$ cat src/rtl/q4_pkg.sv
// Shared widths and helpers for the Q4 counter capture block.
package q4_pkg;

    localparam int unsigned DATA_W = 8;
    localparam int unsigned WRAP_W = 8;

    // True when the counter rolled over from all-ones to zero between two samples.
    function automatic logic is_wrap(input logic [DATA_W-1:0] last, input logic [DATA_W-1:0] cur);
        return (&last) && (cur == '0);
    endfunction

endpackage

$ cat src/rtl/q4_count_capture_if.sv
// Valid/ready read port carrying captured counter values to the next stage.
interface q4_count_capture_if #(
    parameter int unsigned DATA_W = 8
) ();

    logic              valid;
    logic [DATA_W-1:0] data;
    logic              ready;

    modport master (output valid, output data, input ready);
    modport slave  (input valid, input data, output ready);

endinterface

$ cat src/rtl/q4_sync_fifo.sv
// Small synchronous FIFO with a registered show-ahead head and a separate level counter.
module q4_sync_fifo #(
    parameter int unsigned DATA_W = 8,
    parameter int unsigned DEPTH  = 4
) (
    input  logic                     clk,
    input  logic                     clear,
    input  logic                     push,
    input  logic [DATA_W-1:0]        push_data,
    input  logic                     pop,
    output logic [DATA_W-1:0]        head,
    output logic                     valid,
    output logic                     full,
    output logic [$clog2(DEPTH):0]   level
);

    localparam int unsigned ADDR_W = $clog2(DEPTH);
    localparam int unsigned LVL_W  = ADDR_W + 1;

    logic [DATA_W-1:0] mem [DEPTH];
    logic [ADDR_W-1:0] wr_ptr;
    logic [ADDR_W-1:0] rd_ptr;
    logic [ADDR_W-1:0] rd_ptr_nxt;
    logic              do_push;
    logic              do_pop;
    logic [LVL_W-1:0]  level_nxt;

    // A full FIFO still accepts a push when the head leaves in the same cycle.
    assign do_pop     = pop && valid;
    assign do_push    = push && (!full || do_pop);
    assign level_nxt  = level + LVL_W'(do_push) - LVL_W'(do_pop);
    assign rd_ptr_nxt = rd_ptr + ADDR_W'(1);

    always_ff @(posedge clk) begin
        if (do_push) begin
            mem[wr_ptr] <= push_data;
        end
    end

    always_ff @(posedge clk) begin
        if (clear) begin
            wr_ptr <= '0;
            rd_ptr <= '0;
            level  <= '0;
            valid  <= 1'b0;
            full   <= 1'b0;
            head   <= '0;
        end else begin
            level <= level_nxt;
            valid <= (level_nxt != '0);
            full  <= (level_nxt == LVL_W'(DEPTH));
            if (do_push) begin
                wr_ptr <= wr_ptr + ADDR_W'(1);
            end
            if (do_pop) begin
                rd_ptr <= rd_ptr_nxt;
            end
            // Head follows the next stored entry, or the incoming one when the queue drains to it.
            if (do_pop) begin
                if (level > LVL_W'(1)) begin
                    head <= mem[rd_ptr_nxt];
                end else if (do_push) begin
                    head <= push_data;
                end
            end else if (do_push && (level == '0)) begin
                head <= push_data;
            end
        end
    end

endmodule

$ cat src/rtl/q4_count_capture.sv
// Samples the upstream Q4 counter on a prescaled tick, queues changed values, counts wraps.
module q4_count_capture #(
    parameter int unsigned DATA_W     = q4_pkg::DATA_W,
    parameter int unsigned DEPTH      = 4,
    parameter int unsigned SAMPLE_DIV = 2
) (
    input  logic                        clk,
    input  logic                        clear,
    input  logic [DATA_W-1:0]           cct_value,
    q4_count_capture_if.master          rd,
    output logic [$clog2(DEPTH):0]      level,
    output logic                        overflow,
    output logic [q4_pkg::WRAP_W-1:0]   wrap_count
);

    import q4_pkg::*;

    localparam int unsigned PRE_W = (SAMPLE_DIV > 1) ? $clog2(SAMPLE_DIV) : 1;
    localparam logic [PRE_W-1:0] PRE_LAST = PRE_W'(SAMPLE_DIV - 1);

    logic [PRE_W-1:0]  prescaler;
    logic [DATA_W-1:0] last_sample;
    logic              first_flag;
    logic              tick;
    logic              push_req;
    logic              wrap;
    logic              pop;
    logic              fifo_full;
    logic              fifo_valid;
    logic [DATA_W-1:0] fifo_head;

    assign tick     = (prescaler == PRE_LAST);
    assign push_req = tick && (first_flag || (cct_value != last_sample));
    assign wrap     = tick && !first_flag && is_wrap(last_sample, cct_value);
    assign pop      = fifo_valid && rd.ready;

    assign rd.valid = fifo_valid;
    assign rd.data  = fifo_head;

    always_ff @(posedge clk) begin
        if (clear) begin
            prescaler   <= '0;
            last_sample <= '0;
            first_flag  <= 1'b1;
            overflow    <= 1'b0;
            wrap_count  <= '0;
        end else begin
            prescaler <= tick ? '0 : prescaler + PRE_W'(1);
            if (tick) begin
                last_sample <= cct_value;
                first_flag  <= 1'b0;
            end
            if (wrap && (wrap_count != '1)) begin
                wrap_count <= wrap_count + WRAP_W'(1);
            end
            // Sticky: a changed sample arrived with nowhere to go.
            if (push_req && fifo_full && !pop) begin
                overflow <= 1'b1;
            end
        end
    end

    q4_sync_fifo #(
        .DATA_W (DATA_W),
        .DEPTH  (DEPTH)
    ) u_fifo (
        .clk       (clk),
        .clear     (clear),
        .push      (push_req),
        .push_data (cct_value),
        .pop       (pop),
        .head      (fifo_head),
        .valid     (fifo_valid),
        .full      (fifo_full),
        .level     (level)
    );

endmodule

$ cat src/flat_wrapper.sv
// flat-port wrapper written by rule: the top's interface ports become plain ports
module q4_count_capture_flat import q4_pkg::*;
#(
    parameter int unsigned DATA_W     = q4_pkg::DATA_W,
    parameter int unsigned DEPTH      = 4,
    parameter int unsigned SAMPLE_DIV = 2
)
  (clk, clear, cct_value, level, overflow, wrap_count, rd_valid, rd_data, rd_ready);
  q4_count_capture_if #(.DATA_W(DATA_W)) rd_i ();
  input  logic clk;
  input  logic clear;
  input  logic [DATA_W-1:0] cct_value;
  output logic [$clog2(DEPTH):0] level;
  output logic overflow;
  output logic [q4_pkg::WRAP_W-1:0] wrap_count;
  output wire logic [$bits(rd_i.valid)-1:0] rd_valid;
  output wire logic [$bits(rd_i.data)-1:0] rd_data;
  input wire logic [$bits(rd_i.ready)-1:0] rd_ready;
  assign rd_valid = rd_i.valid;
  assign rd_data = rd_i.data;
  assign rd_i.ready = rd_ready;
  q4_count_capture #(.DATA_W(DATA_W), .DEPTH(DEPTH), .SAMPLE_DIV(SAMPLE_DIV)) u_core (.clk(clk), .clear(clear), .cct_value(cct_value), .rd(rd_i), .level(level), .overflow(overflow), .wrap_count(wrap_count));
endmodule
$ cat config.mk
export PLATFORM = sky130hd
export DESIGN_NAME = q4_count_capture_flat
export DESIGN_NICKNAME = d
export VERILOG_FILES = /design/src/rtl/q4_pkg.sv /design/src/rtl/q4_count_capture_if.sv /design/src/rtl/q4_sync_fifo.sv /design/src/rtl/q4_count_capture.sv /design/src/flat_wrapper.sv
export SDC_FILE = /design/constraint.sdc
export NUM_CORES = 1
export LEC_CHECK = 0
export CAP_MARGIN = 40
export CELL_PAD_IN_SITES_DETAIL_PLACEMENT = 0
export CELL_PAD_IN_SITES_GLOBAL_PLACEMENT = 2
export CORE_MARGIN = 4
export CORE_UTILIZATION = 30
export CTS_BUF_LIST = sky130_fd_sc_hd__clkbuf_8 sky130_fd_sc_hd__clkbuf_16
export DETAILED_ROUTE_END_ITERATION = 10
export PLACE_DENSITY = 0.68
export SETUP_SLACK_MARGIN = 0.02
export SYNTH_ARGS = -nofsm -noshare
export SYNTH_HDL_FRONTEND = slang
export SYNTH_SLANG_ARGS = --single-unit
$ cat constraint.sdc
create_clock -name clk -period 3 [get_ports clk]
set_clock_uncertainty 0.15 [all_clocks]
set_input_delay 0.6 -clock clk [delete_from_list [all_inputs] [get_ports clk]]
set_output_delay 0.6 -clock clk [all_outputs]
set_load 0.01 [all_outputs]
==> results of run 1 <==
how the worst min path moves through the flow:
stage          cells after the start                          startpoint  slack [ps]                            endpoint
4_1_cts                            2         u_core.prescaler$_SDFF_PP0_         350      u_core.first_flag$_SDFFE_PP1P_
3_3_place_gp                       2        u_core.overflow$_SDFFE_PP0P_         330        u_core.overflow$_SDFFE_PP0P_
6_report                           2         u_core.prescaler$_SDFF_PP0_         350      u_core.first_flag$_SDFFE_PP1P_
5_1_grt                            2         u_core.prescaler$_SDFF_PP0_         400      u_core.first_flag$_SDFFE_PP1P_
2_1_floorplan                      2  u_core.last_sample[0]$_SDFFE_PP0P_         330  u_core.last_sample[0]$_SDFFE_PP0P_
3_5_place_dp                       2         u_core.prescaler$_SDFF_PP0_         340      u_core.first_flag$_SDFFE_PP1P_
layer usage:
layer,up-vias,GRT usage,share of wire
met4,0,0.0384,0.010
met3,7,0.0349,0.036
met1,915,0.167,0.49
met5,-,0,0
met2,30,0.182,0.46
li1,976,-,-
power by group:
group	leakage, nW	switching (W)	total (W)	internal, W
clock	0.0973	0.000393	0.000788	0.000395
sequential	0.587	0.0000924	0.00119	0.00109
combinational	0.761	0.000321	0.000713	0.000392
total	1.44	0.000806	0.00269	0.00188
registers in the layout (all words and copies together) (netlist names):
register	count
u_core.u_fifo.level	3
u_core.prescaler	1
u_core.u_fifo.mem	32
u_core.last_sample	8
u_core.u_fifo.head	8
u_core.first_flag	1
u_core.u_fifo.rd_ptr	2
u_core.u_fifo.wr_ptr	2
u_core.u_fifo.valid	1
u_core.wrap_count	8
u_core.overflow	1
u_core.u_fifo.full	1
metrics by stage:
| step | setup WS, ps | utilization | area [um^2] | instances | setup TNS, ps |
|---|---|---|---|---|---|
| after global placement | -382 | 0.382 | 3600 | 409 | -1800 |
| final | 161 | 0.413 | 3890 | 425 | 0 |
| after global routing | 22.8 | 0.413 | 3890 | 425 | 0 |
| after detailed placement | -390 | 0.382 | 3600 | 409 | -1840 |
| after CTS | 24.2 | 0.407 | 3830 | 425 | 0 |
| after floorplan | 208 | - | 2950 | 232 | 0 |
final cells by class:
cell class,count,share of cell area
Sequential cell,68,0.432
Multi-Input combinational cell,145,0.326
Timing Repair Buffer,57,0.138
Tap cell,129,0.0415
Clock buffer,9,0.0319
Clock inverter,7,0.0206
Inverter,10,0.00965
cells in the final DEF, fill, tap and decap left out, types with 2 or more instances in the layout:
cell type	Yosys	layout
a21o_1	2	2
a21oi_1	11	11
xor2_2	0	5
edfxtp_1	32	32
inv_6	0	4
ha_1	10	10
nor4_1	6	5
buf_4	0	25
nor2_1	24	24
nand2_1	5	5
nand4_1	2	2
clkbuf_8	0	9
clkdlybuf4s50_1	0	24
dfxtp_1	36	36
nor3_1	3	2
mux2i_1	18	18
a311oi_1	8	8
and2_1	4	4
nor2b_1	4	4
dlymetal6s2s_1	0	7
xnor2_1	8	8
mux4_2	8	8
clkinvlp_4	0	2
nand3_1	6	6
inv_1	10	10
xor2_1	8	3
worst max-delay path, cell delays in order:
cell	delay (ps)
clkdlybuf4s50_1	510
nor2b_1	240
nor3_4	80
a31oi_4	150
inv_1	80
ha_1	270
inv_1	40
ha_1	180
fa_1	400
xnor2_1	140
nand2b_1	100
nor3_1	170
kinds of logic after synthesis:
family / count (synthesis) / synth area share
DFF: 68 / 0.570
and+or+nand+nor: 65 / 0.124
muxes: 27 / 0.126
AOI/OAI and AO/OA: 26 / 0.0593
buffers and inverters: 19 / 0.0242
xor gates and xnor gates: 16 / 0.0475
adders and majority gates: 11 / 0.0492
repair_timing:
item / 4_1_cts / 5_1_grt
endpoints found under the setup margin: 2 / 4
gates resized for setup: 4 / 14
pin swaps: 0 / 7
cloned: 0 / 0
==> results by group, run 1 <==
Outcome
  – Result of the run: finished, final reports clean

Clock network
  – CTS hold repair buffers: 0
  – Clock Path Buffers: 2
  – Post-CTS Repair Setup Buffers: 0
  – Reg clk slew, reported paths: 80 ps
  – Clock sink count: 68
  – CTS tree: built
  – H-tree levels: 3
  – Root Buffer Master: clkbuf_8
  – Clk_lat worst skew: 340 ps
  – TritonCTS buffer count: 9

Timing
  – WHS: 350 ps
  – RSZ-0062 raised after global routing: no
  – Final hold vios: 0
  – Post-layout min period: 2840 ps
  – Slew headroom: 0.567
  – Slew Viols, Final: 0
  – Final period utilization: 0.946
  – Fmax: 352 MHz
  – Slew @ Worst Pin: 648 ps
  – Setup violations, final: 0

Critical path
  – Crit path kind: in -> reg
  – Reg2reg start: u_core.last_sample[5]$_SDFFE_PP0P_
  – RR Endpoint: u_core.u_fifo.full$_SDFF_PP0_
  – Worst path required time: 3120 ps
  – Reg2Reg Depth: 12
  – Worst-path fanout max: 3
  – Worst Path Arrival: 2950 ps
  – CP startpoint kind: primary input
  – R2r setup slk: 410 ps
  – Worst Setup SP: cct_value[0]
  – CP endpoint kind: flop
  – CP Capture Point: u_core.u_fifo.full$_SDFF_PP0_

Global routing
  – Congestion Overflow GR: 0
  – Pin count of the biggest net entering global routing: 20
  – Initial antenna violation count: 0
  – Vias in the first global route: 1,950
  – First-pass GRT wire length: 10,500 um
  – GRT Util Overall: 0.121

Power and ir drop
  – Power Total: 0.00269 W
  – Power per standard cell area: 691 nW/um^2
  – Leakage power: 1.44 nW
  – Max VDD drop: 0.297 mV

Floorplan
  – Die outline area: 11,500 um^2
  – Ports: 32
  – Rows: 35
  – Chip width: 107 um
  – Initial core utilization: 0.313
  – Die height: 107 um
  – Core area: 9420 um^2

Synthesis
  – Number of synthesized flops with an enable pin: 32
  – Synth Warn #: 0
  – Synth top cells by count: dfxtp_1, edfxtp_1, nor2_1
  – Synth Register Bits: 68
  – Most common cell in the netlist: dfxtp_1
  – Mapped Cells: 232
  – Syn Area/Cell: 12.7 um^2
  – Syn Nets: 254
  – Synth async-reset ratio: 0
  – Top-area cell type share of the netlist area: 0.326
  – Area contributors post-synth: edfxtp_1, dfxtp_1, mux2i_1
  – Dominant synthesized flop cell: dfxtp_1
  – Register area share after synthesis: 0.570
  – Distinct cells, synth: 38
  – Synth area leader: edfxtp_1
  – Synthesized area: 2950 um^2

Place
  – GP Congestion: 0.713
  – Final HPWL DP: 4610 um
  – Port Buf Inserts: 31

Layout
  – Footprint of the multi-input gates: 1270 um^2
  – Nets: 313
  – Filler cells: 919
  – Area Growth Syn to Fin: 31.8%
  – Share of cells above drive strength 1: 0.209
  – Register area: 1680 um^2
  – Antenna fix cells: 0

Run
  – Max Cap Viol: 0

Routing
  – DRC viols: 0
  – Final wirelength: 6400 um
  – WL per Instance: 15.0 um
  – DR iter-0 viols: 77
  – First-pass iteration count of the detailed router: 5
  – Routed Antenna Nets: 0
  – Via Count: 1,928
  – Vias per cell: 4.54

Worst hold path
  – Worst Hold Class: reg -> reg
Power figures use the tool's default switching activity.
==> run 2, diff against run 1 <==
==> constraint.sdc (replaced) <==
create_clock -name clk -period 3 [get_ports clk]
set_clock_uncertainty 0.15 [all_clocks]
set_input_delay 0.3 -clock clk [delete_from_list [all_inputs] [get_ports clk]]
set_output_delay 0.3 -clock clk [all_outputs]
set_load 0.01 [all_outputs]
==> run 2 against run 1 <==
- worst setup slack gained 160 ps
- critical path depth is 1 higher
- maximum frequency increased by 5.9%
- clock power about the same
- combinational power fell by 4.9%
- global-route usage shrank 0.086 points
- first-iteration DRC count down 12%
- critical path type unchanged
- non-clock buffer count down 4
- die area is the same
- largest power group unchanged
- wire length fell by 0.94%
- sequential cell count did not move
- hold slack about the same
==> results by group, run 2 (same netlist as run 1, synthesis figures left out) <==
Global routing
  – First-pass GRT wire length: 10,400 um
  – Congestion Overflow GR: 0
  – GRT Util Overall: 0.120
  – Pin count of the biggest net entering global routing: 21
  – Vias in the first global route: 1,971
  – Initial antenna violation count: 0

Layout
  – Area Growth Syn to Fin: 27.7%
  – Share of cells above drive strength 1: 0.175
  – Filler cells: 897
  – Largest register by flop count: u_core.u_fifo.mem
  – Final instance area: 3770 um^2
  – Finished Core Util: 0.400
  – Final Non-Filler Cells: 421
  – Register area: 1680 um^2
  – Commonest non-fill, non-tap cell in the layout: dfxtp_1
  – Antenna fix cells: 0
  – Most frequent cells in the layout: dfxtp_1, edfxtp_1, clkdlybuf4s50_1
  – Footprint of the multi-input gates: 1210 um^2
  – Nets: 309
  – Max FFs per register: 32

Routing
  – DR iter-0 viols: 68
  – WL per Instance: 15.0 um
  – DRC viols: 0
  – Via Count: 1,916
  – Final wirelength: 6340 um
  – First-pass iteration count of the detailed router: 4
  – Vias per cell: 4.55
  – Routed Antenna Nets: 0

Worst hold path
  – Worst Hold Class: reg -> reg
  – WHS Endpoint: u_core.overflow$_SDFFE_PP0P_
  – Start point of the worst hold path: u_core.overflow$_SDFFE_PP0P_
  – Hold Crit Depth: 2

Place
  – Final HPWL DP: 4570 um
  – Pre-CTS WS: -86.8 ps
  – Inst Count DP: 405
  – Placed Area: 3550 um^2
  – Port Buf Inserts: 31
  – GP Congestion: 0.735

Timing
  – Setup ws final: 319 ps
  – Fmax: 373 MHz
  – Slew @ Worst Pin: 630 ps
  – RSZ-0062 raised after global routing: no
  – Post-layout min period: 2680 ps
  – Final hold vios: 0
  – Slew headroom: 0.578
  – Final period utilization: 0.894
  – Slew Viols, Final: 0
  – Setup violations, final: 0

Clock network
  – CTS tree: built
  – Reg clk slew, reported paths: 80 ps
  – TritonCTS buffer count: 9
  – Clock Path Buffers: 2
  – Clk_lat worst skew: 340 ps
  – # resized after CTS: 0
  – Clock sink count: 68
  – Root Buffer Master: clkbuf_8
  – H-tree levels: 3
  – CTS hold repair buffers: 0
  – Post-CTS Repair Setup Buffers: 0

Floorplan
  – Die outline area: 11,500 um^2
  – Die height: 107 um
  – Chip width: 107 um
  – Ports: 32
  – Core area: 9420 um^2
  – Rows: 35
  – Initial core utilization: 0.313

Critical path
  – CP endpoint kind: flop
  – Critical path cell sequence: clkdlybuf4s50_1 > xor2_2 > nor4_1 > buf_4 > a31oi_1 > inv_1 > ha_1 > inv_1 > ha_1 > fa_1 > xnor2_1 > nand2b_1 > o21ai_0
  – Reg2Reg Depth: 12
  – RR Endpoint: u_core.u_fifo.valid$_SDFF_PP0_
  – Worst Path Arrival: 2740 ps
  – CP startpoint kind: primary input
  – Reg2reg start: u_core.last_sample[4]$_SDFFE_PP0P_
  – Worst-path fanout max: 3
  – Crit path kind: in -> reg
  – Slowest cell on the critical path: clkdlybuf4s50_1
  – R2r setup slk: 390 ps
  – Worst path required time: 3060 ps
  – Worst path max stage delay: 530 ps

Power and ir drop
  – Power Total: 0.00265 W
  – Leakage power: 1.36 nW
  – Max VDD drop: 0.250 mV
  – Power per standard cell area: 703 nW/um^2

Run
  – Max Cap Viol: 0

Outcome
  – Result of the run: finished, final reports clean
## run 2: changes by cell type in the layout (fill, tap and decap cells not counted), moves of 2 or more
cell / change
clkinv_4: +2
xor2_1: +4
clkdlybuf4s50_1: +7
dlymetal6s2s_1: -7
xor2_2: -4
inv_6: -2
buf_4: -3
## run 2: routing by layer
metal  track usage  part of all wire
met1         0.164              0.50
met2         0.177              0.45
met3        0.0349             0.036
met4        0.0493             0.015
met5             0                 0
## run 2: power by group
part,internal (W),switching (W)
Sequential,0.00109,0.0000896
Combinational,0.000366,0.000312
Clock,0.000398,0.000389
## run 2: worst max-delay path by stage
stage                                        start                                 end  slack (ps)  cells after the start
global route                          cct_value[4]      u_core.u_fifo.valid$_SDFF_PP0_          40                     13
CTS                                   cct_value[6]      u_core.u_fifo.valid$_SDFF_PP0_         280                     13
detailed placement                    cct_value[6]      u_core.u_fifo.valid$_SDFF_PP0_         -90                     13
global placement                      cct_value[6]  u_core.u_fifo.head[5]$_SDFFE_PP0P_        -240                     10
finish                                cct_value[6]      u_core.u_fifo.valid$_SDFF_PP0_         320                     13
floorplan           u_core.u_fifo.valid$_SDFF_PP0_       u_core.u_fifo.full$_SDFF_PP0_         440                     11
## run 2: final cells by class
| class | count | area share |
|---|---|---|
| timing repair buffer | 53 | 0.126 |
| inverter | 10 | 0.00996 |
| multi-input combinational | 145 | 0.320 |
| tap | 129 | 0.0428 |
| clock inverter | 7 | 0.0222 |
| sequential | 68 | 0.446 |
| clock buffer | 9 | 0.0329 |
## run 2: per-stage QoR
step                      TNS (ps)  hold slack (ps)
after CTS                        0              358
after detailed placement      -159              340
after global placement       -2110              325
after floorplan                  0              249
final                            0              349
after global routing             0              383
## run 2: critical path: cells and delay by family
kind / cells / cell delay [ps]
adder cells (fa/ha/maj): 3 / 830
buffers and inverters: 4 / 800
XOR/XNOR: 2 / 310
AO/OA/AOI/OAI: 2 / 290
AND/OR/NAND/NOR: 2 / 190
==> patch: new RTL, flow settings as in run 1 <==
`DEPTH` is set to 4 in 3 places; all go to 8.
--- a/src/rtl/q4_sync_fifo.sv
+++ b/src/rtl/q4_sync_fifo.sv
@@ -1,7 +1,7 @@
 // Small synchronous FIFO with a registered show-ahead head and a separate level counter.
 module q4_sync_fifo #(
     parameter int unsigned DATA_W = 8,
-    parameter int unsigned DEPTH  = 4
+    parameter int unsigned DEPTH  = 8
 ) (
     input  logic                     clk,
     input  logic                     clear,
--- a/src/rtl/q4_count_capture.sv
+++ b/src/rtl/q4_count_capture.sv
@@ -1,7 +1,7 @@
 // Samples the upstream Q4 counter on a prescaled tick, queues changed values, counts wraps.
 module q4_count_capture #(
     parameter int unsigned DATA_W     = q4_pkg::DATA_W,
-    parameter int unsigned DEPTH      = 4,
+    parameter int unsigned DEPTH      = 8,
     parameter int unsigned SAMPLE_DIV = 2
 ) (
     input  logic                        clk,
--- a/src/flat_wrapper.sv
+++ b/src/flat_wrapper.sv
@@ -2,7 +2,7 @@
 module q4_count_capture_flat import q4_pkg::*;
 #(
     parameter int unsigned DATA_W     = q4_pkg::DATA_W,
-    parameter int unsigned DEPTH      = 4,
+    parameter int unsigned DEPTH      = 8,
     parameter int unsigned SAMPLE_DIV = 2
 )
   (clk, clear, cct_value, level, overflow, wrap_count, rd_valid, rd_data, rd_ready);
Interface: changed (resized level); port bits go from 32 to 33. No check against the original RTL was run, so the function may have changed too.
==> patch against run 1 <==
Final cell count rose by 40%. Clock power rose by 50%. Synthesized area rose by 48%. Die area rose by 44%. Register-to-register slack got worse by 0.12 ns. Largest power group unchanged. Setup slack got worse by 0.037 ns. Power rose by 54%. Final area rose by 44%. Sequential cell count rose by 35. Routed wire length rose by 57%. First-iteration DRC count rose by 140%. Count of clock-buffer cells in the layout did not move. Fmax fell by 1.3%.
==> patch: results (changes against run 1) <==
synthesis:
  synth_common_cells: "64 x edfxtp_1, 39 x dfxtp_1, 37 x mux2i_1"  # was 36 x dfxtp_1, 32 x edfxtp_1, 24 x nor2_1
  ys_seq_area_share_pct: 61.9  # was 57.0%
  ys.flop_type: "edfxtp_1"  # was dfxtp_1
  syn_area_per_cell_um2: 12.8  # was 12.7 um2
  yosysUniqueCellTypes: 45  # was 38
  synthesis.nets: 361  # was 254
  synth_edf_count: 64  # was 32
  ys_top_cells_by_area: "edfxtp_1 44%, dfxtp_1 18%, mux2i_1 8.5%"  # was edfxtp_1 33%, dfxtp_1 24%, mux2i_1 6.1%
setup_path:
  crit-reg2reg-launch: "u_core.last_sample[0]"  # was u_core.last_sample[5]
  max_stage_delay_ns: 0.48  # was 0.51 ns
  critical_path.startpoint: "rd_ready"  # was cct_value[0]
  worstPathArrival_ns: 2.96  # was 2.95 ns
  crit_path_max_fanout: 2  # was 3
placement:
  dp_hpwl_um: 7180  # was 4610 um
  io_buffers: 32  # was 31
  dp.cells: 576  # was 409
  placement.cell_area_um2: 5180  # was 3600 um2
  routabilityCongestion: 0.754  # was 0.713
grt:
  grt_pass1_wl_um: 15700  # was 10500 um
  grt_max_degree: 40  # was 20
  gr-usage-all-layers_pct: 12.5  # was 12.1%
detailed_routing:
  wl_per_cell_um: 16.8  # was 15.0 um
  dr_wl_met3_um: 265  # was 228 um
  vias: 2887  # was 1928
  drtIter0Drc: 184  # was 77
  dr.pass1.iters: 4  # was 5
clocking:
  cts_setup_buffers: 2  # was 0
  cts_root_buffer: "clkbuf_16"  # was clkbuf_8
  cts-resized-gates: 11  # was 4
  cts_buffers: 9  # unchanged
cells_and_area:
  drive_above_1_share_pct: 18.8  # was 20.9%
  largest_reg_flops: 64  # was 32
  layout.cells.non_filler: 596  # was 425
  final_nets: 431  # was 313
power:
  ir_worst_vdd_mv: 0.339  # was 0.297 mV
  p_leak_nw: 1.96  # was 1.44 nW
  power.switching_mw: 1.24  # was 0.806 mW
sta:
  tightest_slew_ns: 0.626  # was 0.648 ns
run_status:
  outcome: "finished clean"  # unchanged
[patch: final cells by class]
type                    instances  area (um2)  area share, %
flip-flops and latches        103        2700           48.4
multi-input cells             213        1640           29.3
repair buffers                 74         674           12.1
clock buffers                   9         225           4.03
well taps                     180         225           4.03
clock inverters                 7        81.3           1.46
inverters                      10        37.5          0.672
[patch: cell families (layout without fill, tap and decap cells)]
family	after synthesis	count (layout)	share of synthesized area (%)
adders and majority gates	9	9	2.75
muxes	40	40	9.78
xor gates and xnor gates	17	17	3.41
DFF	103	103	61.9
buffers and inverters	25	100	2.24
and+or+nand+nor	96	96	11.5
AOI/OAI and AO/OA	51	51	8.37
[patch: power by group through the flow]
stage	logic (mW)	registers (mW)	clock network [mW]
finish	1.25	1.71	1.18
global route	1.37	1.73	1.28
CTS	1.24	1.71	1.22
detailed placement	1.23	1.74	0
global placement	1.22	1.74	0
floorplan	0.695	1.76	0
[patch: stage by stage]
| stage | hold WS, ns | power [mW] | worst slack [ns] |
|---|---|---|---|
| final | 0.312 | 4.14 | 0.124 |
| after global routing | 0.337 | 4.38 | 0.0452 |
| after CTS | 0.316 | 4.17 | 0.0342 |
| after detailed placement | 0.306 | 2.97 | -0.599 |
| after global placement | 0.300 | 2.96 | -0.598 |
| after floorplan | 0.290 | 2.45 | 0.0276 |
[patch: worst paths after layout]
| kind | depth (start not counted) | endpoint | slack (ns) |
|---|---|---|---|
| worst max-delay path | 13 | u_core.u_fifo.full | 0.12 |
| worst min-delay path | 2 | u_core.u_fifo.rd_ptr[1] | 0.31 |
| worst max register to register | 12 | u_core.u_fifo.full | 0.29 |
| worst min register to register | 2 | u_core.u_fifo.rd_ptr[1] | 0.31 |
[patch: metal layers]
metal  vias up  track usage (%)
met5         -                0
met3        12             1.54
met4         0             5.37
met2        32             20.6
met1      1430             16.5
li1       1413                -
